**config.mk**
```make
export PLATFORM = sky130hd
export DESIGN_NAME = ask4_carrier_mux_flat
export DESIGN_NICKNAME = d
export VERILOG_FILES = /design/src/rtl/ask4_carrier_mux_pkg.sv /design/src/rtl/ask4_carrier_mux_if.sv /design/src/rtl/ask4_carrier_mux_sync_nff.sv /design/src/rtl/ask4_carrier_mux.sv /design/src/flat_wrapper.sv
export SDC_FILE = /design/constraint.sdc
export NUM_CORES = 1
export LEC_CHECK = 0
export ABC_CLOCK_PERIOD_IN_PS = 2620
export CAP_MARGIN = 40
export CELL_PAD_IN_SITES_DETAIL_PLACEMENT = 1
export CELL_PAD_IN_SITES_GLOBAL_PLACEMENT = 2
export CORE_UTILIZATION = 42
export CTS_BUF_LIST = sky130_fd_sc_hd__clkbuf_8
export CTS_CLUSTER_SIZE = 16
export DETAILED_ROUTE_END_ITERATION = 8
export PLACE_DENSITY = 0.93
export SLEW_MARGIN = 40
export SYNTH_ARGS = -nofsm -noshare
export SYNTH_HDL_FRONTEND = slang
export SYNTH_SLANG_ARGS = --single-unit
```
**constraint.sdc**
```tcl
create_clock -name clk -period 2.62 [get_ports clk]
set_input_delay 0.262 -clock clk [delete_from_list [all_inputs] [get_ports clk]]
set_output_delay 0.262 -clock clk [all_outputs]
set_load 0.03 [all_outputs]
```
**src/rtl/ask4_carrier_mux_pkg.sv**
```systemverilog
// Shared types for the 4-ASK carrier mux: symbol encoding and switch FSM states.
package ask4_pkg;

    typedef logic [1:0] sym_t;

    localparam sym_t SYM_C1 = 2'b00;
    localparam sym_t SYM_C2 = 2'b01;
    localparam sym_t SYM_C3 = 2'b10;
    localparam sym_t SYM_C4 = 2'b11;

    localparam int unsigned NUM_CARRIERS = 4;

    typedef enum logic {
        IDLE    = 1'b0,
        PENDING = 1'b1
    } state_t;

endpackage

```
**src/rtl/ask4_carrier_mux_if.sv**
```systemverilog
// Carrier/symbol bundle between the carrier generators and the mux output stage.
interface ask4_carrier_mux_if;
    import ask4_pkg::*;

    logic carrier1;
    logic carrier2;
    logic carrier3;
    logic carrier4;
    sym_t sel;
    logic out;
    sym_t sel_cur;
    logic pending;

    modport master (
        output carrier1, carrier2, carrier3, carrier4, sel,
        input  out, sel_cur, pending
    );

    modport slave (
        input  carrier1, carrier2, carrier3, carrier4, sel,
        output out, sel_cur, pending
    );

endinterface

```
**src/rtl/ask4_carrier_mux_sync_nff.sv**
```systemverilog
// N-stage reset-to-zero synchroniser for asynchronous level inputs.
module sync_nff #(
    parameter int unsigned STAGES = 2,
    parameter int unsigned WIDTH  = 1
) (
    input  logic             clk,
    input  logic             rst_n,
    input  logic [WIDTH-1:0] d,
    output logic [WIDTH-1:0] q
);

    logic [STAGES-1:0][WIDTH-1:0] pipe;

    always_ff @(posedge clk or negedge rst_n) begin
        if (!rst_n) begin
            pipe <= '0;
        end else begin
            pipe <= {pipe[STAGES-2:0], d};
        end
    end

    assign q = pipe[STAGES-1];

endmodule

```
**src/rtl/ask4_carrier_mux.sv**
```systemverilog
// 4-ASK output stage: routes one synchronised carrier to a registered output and
// defers symbol changes until both old and new carriers are low (or a timeout).
module ask4_carrier_mux
    import ask4_pkg::*;
#(
    parameter int unsigned SYNC_STAGES    = 2,
    parameter int unsigned SWITCH_TIMEOUT = 64
) (
    input  logic               clk,
    input  logic               rst_n,
    ask4_carrier_mux_if.slave  bus
);

    localparam int unsigned CNT_W = (SWITCH_TIMEOUT > 1) ? $clog2(SWITCH_TIMEOUT) : 1;
    localparam logic [CNT_W-1:0] CNT_LAST = CNT_W'(SWITCH_TIMEOUT - 1);

    logic [NUM_CARRIERS-1:0] c_s;
    sym_t                    sel_s;

    state_t           state, state_nxt;
    sym_t             target, target_nxt;
    sym_t             sel_cur, sel_cur_nxt;
    logic [CNT_W-1:0] cnt, cnt_nxt;
    logic             out_r;
    logic             pending_r;

    logic both_low_c;
    logic timeout_c;

    sync_nff #(.STAGES(SYNC_STAGES), .WIDTH(NUM_CARRIERS)) u_sync_car (
        .clk   (clk),
        .rst_n (rst_n),
        .d     ({bus.carrier4, bus.carrier3, bus.carrier2, bus.carrier1}),
        .q     (c_s)
    );

    sync_nff #(.STAGES(SYNC_STAGES), .WIDTH(2)) u_sync_sel (
        .clk   (clk),
        .rst_n (rst_n),
        .d     (bus.sel),
        .q     (sel_s)
    );

    assign both_low_c = ~c_s[sel_cur] & ~c_s[target];
    assign timeout_c  = (cnt == CNT_LAST);

    // State and datapath registers; output samples the carrier of the committed symbol.
    always_ff @(posedge clk or negedge rst_n) begin
        if (!rst_n) begin
            state     <= IDLE;
            target    <= SYM_C1;
            sel_cur   <= SYM_C1;
            cnt       <= '0;
            out_r     <= 1'b0;
            pending_r <= 1'b0;
        end else begin
            state     <= state_nxt;
            target    <= target_nxt;
            sel_cur   <= sel_cur_nxt;
            cnt       <= cnt_nxt;
            out_r     <= c_s[sel_cur];
            pending_r <= (state_nxt == PENDING);
        end
    end

    always_comb begin
        state_nxt = state;
        case (state)
            IDLE: begin
                if (sel_s != sel_cur) state_nxt = PENDING;
            end
            PENDING: begin
                if (sel_s == sel_cur)              state_nxt = IDLE;
                else if (sel_s != target)          state_nxt = PENDING;
                else if (both_low_c || timeout_c)  state_nxt = IDLE;
            end
            default: state_nxt = IDLE;
        endcase
    end

    // Target capture, timeout counting and commit; a retarget restarts the wait.
    always_comb begin
        target_nxt  = target;
        sel_cur_nxt = sel_cur;
        cnt_nxt     = cnt;
        case (state)
            IDLE: begin
                if (sel_s != sel_cur) begin
                    target_nxt = sel_s;
                    cnt_nxt    = '0;
                end
            end
            PENDING: begin
                if (sel_s == sel_cur) begin
                    cnt_nxt = '0;
                end else if (sel_s != target) begin
                    target_nxt = sel_s;
                    cnt_nxt    = '0;
                end else if (both_low_c || timeout_c) begin
                    sel_cur_nxt = target;
                end else begin
                    cnt_nxt = CNT_W'(cnt + CNT_W'(1));
                end
            end
            default: ;
        endcase
    end

    assign bus.out     = out_r;
    assign bus.sel_cur = sel_cur;
    assign bus.pending = pending_r;

endmodule

```
**src/flat_wrapper.sv**
```systemverilog
// flat-port wrapper written by rule: the top's interface ports become plain ports
module ask4_carrier_mux_flat import ask4_pkg::*;
#(
    parameter int unsigned SYNC_STAGES    = 2,
    parameter int unsigned SWITCH_TIMEOUT = 64
)
  (clk, rst_n, bus_carrier1, bus_carrier2, bus_carrier3, bus_carrier4, bus_sel, bus_out, bus_sel_cur, bus_pending);
  ask4_carrier_mux_if bus_i ();
  input  logic clk;
  input  logic rst_n;
  input wire logic [$bits(bus_i.carrier1)-1:0] bus_carrier1;
  input wire logic [$bits(bus_i.carrier2)-1:0] bus_carrier2;
  input wire logic [$bits(bus_i.carrier3)-1:0] bus_carrier3;
  input wire logic [$bits(bus_i.carrier4)-1:0] bus_carrier4;
  input wire logic [$bits(bus_i.sel)-1:0] bus_sel;
  output wire logic [$bits(bus_i.out)-1:0] bus_out;
  output wire logic [$bits(bus_i.sel_cur)-1:0] bus_sel_cur;
  output wire logic [$bits(bus_i.pending)-1:0] bus_pending;
  assign bus_i.carrier1 = bus_carrier1;
  assign bus_i.carrier2 = bus_carrier2;
  assign bus_i.carrier3 = bus_carrier3;
  assign bus_i.carrier4 = bus_carrier4;
  assign bus_i.sel = bus_sel;
  assign bus_out = bus_i.out;
  assign bus_sel_cur = bus_i.sel_cur;
  assign bus_pending = bus_i.pending;
  ask4_carrier_mux #(.SYNC_STAGES(SYNC_STAGES), .SWITCH_TIMEOUT(SWITCH_TIMEOUT)) u_core (.clk(clk), .rst_n(rst_n), .bus(bus_i));
endmodule
```
### After elaboration in Yosys (flattened, before gate mapping)

Cells that the tools add are included.

| word-level totals | value |
|---|---|
| register bits | 24 |
| logic and storage cells | 48 |
| output and inout port bits | 4 |
| input bits | 8 |

| cells by class | value |
|---|---|
| magnitude comparators | 2 |
| equal/unequal tests | 8 |
| multiplexer cells | 18 |
| reductions and logical operators | 4 |
| add/sub/neg operators | 1 |
| bitwise operators | 6 |

Operators with widths:

| kind | count |
|---|---|
| two-way mux 6 bit | 4 |
| one-hot mux 6 bit (2 select lines) | 1 |
| adder 6 x 1 -> 6 bit, second input constant | 1 |
| == test 6 bit, second input constant | 1 |
| less-than comparator 2 x 3 -> 1 bit, second input constant | 2 |
| two-way mux 1 bit | 6 |
| two-way mux 2 bit | 3 |
| inverter 1 bit | 5 |
| binary-select mux 1 bit (select 2 bit) | 2 |
| != test 2 bit | 2 |
| != test 2 bit, second input constant | 2 |
| != test 4 bit, second input constant | 1 |
| one-hot mux 2 bit (2 select lines) | 1 |
| AND reduction 4 bit | 1 |
| AND reduction 3 bit | 1 |
| == test 2 bit | 1 |
| != test 2 x 1 -> 1 bit, second input constant | 1 |
| one-hot mux 1 bit (2 select lines) | 1 |
| AND reduction 2 bit | 1 |
| AND 1 bit | 1 |
| logical OR 1 bit | 1 |

### Logic depth before layout (Yosys ltp)

| logic depth | value |
|---|---|
| depth in word-level cells | 9 |
| gate-level depth with buffers | 5 |
| mapped depth without buffers | 5 |

### By module

Synthesis repeated with hierarchy kept, for this count alone.

| unflattened totals | value |
|---|---|
| cells, all modules | 83 |
| area, all modules | 1044.8 um^2 |

By module, submodules not included:

| module | seq. area each (um^2) | cells each | area an instance (um^2) | instances |
|---|---|---|---|---|
| ask4_carrier_mux | 300.3 | 65 | 699.4 | 1 |
| sync_nff (u_core.u_sync_car) | 200.2 | 12 | 230.2 | 1 |
| sync_nff (u_core.u_sync_sel) | 100.1 | 6 | 115.1 | 1 |

### Worst setup path after synthesis

No wires, ideal clock.

| timing | value |
|---|---|
| kind | register to register |
| start | register u_core.sel_cur[0] (netlist: u_core.bus.sel_cur[0]) |
| end | register u_core.sel_cur[0] (netlist: u_core.bus.sel_cur[0]) |
| cell stages (with the launch flop) | 5 |
| data required time | 2492 ps |
| data arrival time | 1869 ps |
| path buffers | 0 |
| slack | 624 ps |
| setup time | 128 ps |
| clock period less this slack | 1996 ps |
| cells stage by stage | dfrtp_1 -> mux4_2 -> o22a_2 -> nor2_4 -> mux2_1 |

| on the way | value |
|---|---|
| longest elaborated chain between the ends | 6 |
| elaborated cells on any way between the ends | 8 |
| those cells by class | 1 x eq/ne; 2 x mux; 3 x bitwise; 2 x reduce/logical |

Ends and longest elaborated chain:

| what | RTL line | text |
|---|---|---|
| start, declared | ask4_carrier_mux.sv:22 | `sym_t sel_cur, sel_cur_nxt;` |
| start signal, assigned | ask4_carrier_mux.sv:59 | `sel_cur <= sel_cur_nxt;` |
| binary-select mux 1 bit (select 2 bit) | ask4_carrier_mux.sv:44 | `assign both_low_c = ~c_s[sel_cur] & ~c_s[target];` |
| two-way mux 1 bit (implied by the code) | ask4_carrier_mux.sv:44 |  |
| inverter 1 bit | ask4_carrier_mux.sv:44 |  |
| AND 1 bit | ask4_carrier_mux.sv:44 |  |
| logical OR 1 bit | ask4_carrier_mux.sv:99 | `end else if (both_low_c \|\| timeout_c) begin` |
| AND reduction 4 bit (no line) * | -- |  |

Mark *: on every way between the ends. The rest lies on a longest branch, timed or not. The select of a mux whose other input is x is not followed.
A chain may end at the register's enable or synchronous reset.

### Worst setup path in the final report

Same ends and word-level chain as after synthesis.

==> flow_results.org <==
** Timing
- Worst Tran Pin Value :: 643.2 ps
- Setup total negative slack on the finished layout was measured at 0 ps.
- The final number of hold-violating endpoints came to 0.
- Based on the critical path, the design can be clocked at up to 528.8 MHz.
- Final Max Tran Viols :: 0
- Final setup vio count :: 0
- The worst pin sits at a relative slew slack of 0.5679.
- Dividing the final minimum period by the clock period gives 0.7218.
- Subtracting the final worst setup slack from the clock period gives 1891 ps.
- Between clock sinks in the finished design, the worst skew comes to 0.9830 ps.
- Final-layout worst hold slack :: 347.1 ps
- RSZ-0062 raised after global routing :: no

** Final layout
- At the end of the flow, the number of nets in the layout was 94.
- Syn-to-layout area delta :: 19.92%
- Share of final-layout standard cells stronger than drive strength 1 :: 0.1205
- Antenna cell count :: 0
- Counting the fill cells in the layout gives 220.

** Outcome
- Result of the run :: finished clean

** GRT
- Across every metal layer, demand over resource in global routing totals 0.1694.
- The initial antenna violation count came to 0.
- The total overflow left after global routing is 0.
- The first global-routing pass estimated 3.029 mm of wire.
- The number of global-route vias before repair is 686.
- Entering global routing, the biggest net connects 25 pins.

** Placed design
- Final estimated routing congestion in global placement :: 0.7594
- Post-DP HPWL :: 1.329 mm
- Input and output buffers added on the ports amount to 11.

** Worst setup path
- Endpoint required time on the critical path :: 2770 ps
- In this run the critical register-to-register path is captured at u_core.bus.sel_cur[0].
- At the worst endpoint, the arrival time is 2040 ps.
- Kind of start point of the critical path :: flip-flop
- In this run the register-to-register setup slack is 730 ps.
- Top fanout value on the critical path :: 4
- The worst register-to-register path has a depth of 4.
- Nature of the critical path endpoint :: flip-flop
- The critical path in this run is classified as flip-flop to flip-flop.
- The worst register-to-register path begins at u_core.bus.sel_cur[0].

** Floorplanning
- For this design the top-level I/O count stands at 12.
- The die is 50.14 um tall.
- Effective utilization at floorplan :: 0.4443
- Die X :: 50.14 um
- After floorplanning, the core was divided into 17 placement rows.
- The floorplan step defined a core boundary enclosing 2191 um2.
- Total Die Area :: 2514 um2

** Power and ir drop
- Internal power :: 0.7009 mW
- In this run the power density over the cells is 939.5 nW/um2.
- Of the total power, combinational logic draws 0.357.
- Power share of the clock group :: 0.192
- Proportion of total power due to net switching :: 0.3610
- Worst vdd ir :: 0.4275 mV
- P_sw :: 0.3959 mW
- Total power for the finished layout comes to 1.097 mW.
- The share of total power dissipated in sequential elements is 0.451.
- Static power due to leakage :: 0.4931 nW

** Synthesis
- Top cell type's share of synthesized area :: 0.6170
- For this run, asynchronously set or reset flops after synthesis account for 1.000.
- Post-synth top area cell :: sky130_fd_sc_hd__dfrtp_1
- Of the total synthesized cell area, the portion taken by full adders, half adders and majority gates is 0.01285.
- Counting every net in the synthesized netlist gives 77.
- Summing every instance area after synthesis gives 973.4 um2.
- Counting flops with a built-in enable in the synthesized netlist gives 0.
- The fraction of the mapped netlist area in compound gates was 0.1427.
- In this run, synthesis produced a sequential element count of 24.
- Fraction of the mapped netlist area in simple logic gates :: 0.09512
- Synthesis warning total :: 0
- Dominant cell by count in the synthesized netlist :: sky130_fd_sc_hd__dfrtp_1
- Of the total synthesized cell area, the portion taken by XOR and XNOR cells is 0.03599.
- The cell count after synthesis came out at 68.
- In the synthesized netlist the dominant register cell turns out to be sky130_fd_sc_hd__dfrtp_1.
- Mux contribution to synthesized area :: 0.09254
- Most common library cells after synthesis :: 24 x sky130_fd_sc_hd__dfrtp_1, 5 x sky130_fd_sc_hd__nand2_1, 5 x sky130_fd_sc_hd__nand3_1
- Top area cells in the synthesized netlist :: sky130_fd_sc_hd__dfrtp_1 62%, sky130_fd_sc_hd__mux2_1 4.6%, sky130_fd_sc_hd__mux4_2 4.6%
- Sequential cell area fraction in the yosys report :: 0.6170
- Mean instance size in the synthesized netlist :: 14.32 um2
- After synthesis, the largest family of logic cells by area is compound AO/OA/AOI/OAI gates.
- In this run, distinct cell masters in the synthesized netlist total 23.

** Route
- Wire length per cell :: 16.10 um
- After detailed routing, the number of vias per cell comes to 5.748.
- The first TritonRoute pass finished after 2 iterations.
- Number of vias in the routed layout :: 638
- WL met1 :: 779 um
- Routed met3 length :: 56 um
- Wire segments on met2 add up to 920 um in the final route.
- Residual DRC count :: 0
- The detailed router finished its first iteration with 6 violations.
- Detailed Route WL :: 1.787 mm
- The highest layer touched by signal routing is met4.
- Final antenna-violating net count :: 0

** CTS
- TritonCTS clock tree :: done
- Number of buffers inserted during clock tree synthesis :: 3
- The number of hold buffers added after CTS was 0.
- Post-CTS setup buffer count :: 0
- Later-pin clock latency in the skew report :: 260 ps
- After clock tree synthesis, the clock-pin slew on the worst setup and hold paths is 70 ps.
- Count of clock tree sinks :: 24
- CTS root buf :: sky130_fd_sc_hd__clkbuf_8
- Once the clock tree was built, the resizer swapped 0 gates to a different size.
- The clock passes through at most 2 buffers.
- CTS built an H-tree with a depth of 1.

** Flow run
- Across the run, the number of max-cap violations was 0.

** Worst hold path
- The min-delay analysis places its worst path in the category input port to asynchronous set/reset pin.
[layout by cell type (no fill, tap or decap)]
cell type and instances:
sky130_fd_sc_hd__nor2_4 1, sky130_fd_sc_hd__ha_1 1, sky130_fd_sc_hd__buf_4 1, sky130_fd_sc_hd__a32oi_1 2
sky130_fd_sc_hd__a41oi_1 1, sky130_fd_sc_hd__o22a_2 1, sky130_fd_sc_hd__or4_1 2, sky130_fd_sc_hd__dfrtp_1 24
sky130_fd_sc_hd__nand3_1 5, sky130_fd_sc_hd__o22ai_4 1, sky130_fd_sc_hd__xnor2_1 2, sky130_fd_sc_hd__xor2_1 2
sky130_fd_sc_hd__o211ai_1 3, sky130_fd_sc_hd__o2111a_1 1, sky130_fd_sc_hd__nor3_1 3, sky130_fd_sc_hd__mux2_1 4
sky130_fd_sc_hd__a32o_1 1, sky130_fd_sc_hd__inv_1 1, sky130_fd_sc_hd__clkbuf_8 3, sky130_fd_sc_hd__o2111ai_2 1
sky130_fd_sc_hd__a21o_1 2, sky130_fd_sc_hd__clkdlybuf4s50_1 11, sky130_fd_sc_hd__nor2_1 2, sky130_fd_sc_hd__mux4_2 2
sky130_fd_sc_hd__nand2_1 5, sky130_fd_sc_hd__o311ai_0 1
[area by class of cell]
class / count / area (um2) / area share
Timing Repair Buffer: 12 / 117.6 / 0.1008
Tap cell: 28 / 35.03 / 0.03001
Inverter: 1 / 3.754 / 0.003215
Sequential cell: 24 / 600.6 / 0.5145
Multi-Input combinational cell: 43 / 369.1 / 0.3162
Clock buffer: 3 / 41.29 / 0.03537
[metal layers]
| layer | track usage | vias to the layer above |
|---|---|---|
| li1 | - | 292 |
| met1 | 0.2037 | 330 |
| met2 | 0.2844 | 12 |
| met3 | 0.03636 | 4 |
| met4 | 0.08571 | 0 |
| met5 | 0 | - |
[how the worst max path moves through the flow]
stage	startpoint	cells after the start	slack, ps	endpoint
6_report	u_core.bus.sel_cur[0]	4	730	u_core.bus.sel_cur[0]
5_1_grt	u_core.bus.sel_cur[0]	4	680	u_core.bus.sel_cur[0]
4_1_cts	u_core.bus.sel_cur[0]	4	730	u_core.bus.sel_cur[1]
3_5_place_dp	u_core.bus.sel_cur[0]	4	740	u_core.bus.sel_cur[1]
3_3_place_gp	u_core.bus.sel_cur[0]	4	780	u_core.bus.sel_cur[0]
2_1_floorplan	u_core.bus.sel_cur[0]	4	620	u_core.bus.sel_cur[0]
[logic make-up after synthesis]
| kind of cell | Yosys count |
|---|---|
| xor gates and xnor gates | 4 |
| AOI/OAI and AO/OA | 14 |
| muxes | 6 |
| adders and majority gates | 1 |
| buffers and inverters | 1 |
| DFF | 24 |
| and+or+nand+nor | 18 |
[metrics by stage]
stage          instances  utilization  cell area, um2  setup WS (ps)
5_1_grt              111       0.5328            1167          677.1
3_5_place_dp         108       0.5140            1126          738.3
3_3_place_gp         108       0.5140            1126          784.2
2_1_floorplan         68            -           973.4          623.8
4_1_cts              111       0.5328            1167          725.1
6_report             111       0.5328            1167          728.9
[power groups by stage]
stage                     clock [mW]  combinational (mW)  sequential [mW]
after floorplan                    0               0.210            0.544
after global placement             0               0.381            0.497
after detailed placement           0               0.393            0.502
after CTS                      0.219               0.397            0.494
after global routing           0.234               0.417            0.502
final                          0.210               0.392            0.495
[critical path: stages, from the launching register on]
cell and delay [ps]:
sky130_fd_sc_hd__dfrtp_1 420, sky130_fd_sc_hd__mux4_2 580, sky130_fd_sc_hd__o22a_2 310, sky130_fd_sc_hd__nor2_4 130, sky130_fd_sc_hd__mux2_1 330
[sequential cells by signal, summed over array words and instances, names as in the netlist]
name,count
u_core.cnt,6
u_core.u_sync_car.pipe,4
u_core.u_sync_car.q,4
u_core.bus.sel_cur,2
u_core.target,2
u_core.u_sync_sel.pipe,2
u_core.u_sync_sel.q,2
u_core.bus.out,1
u_core.state,1
Power figures use the tool's default switching activity.
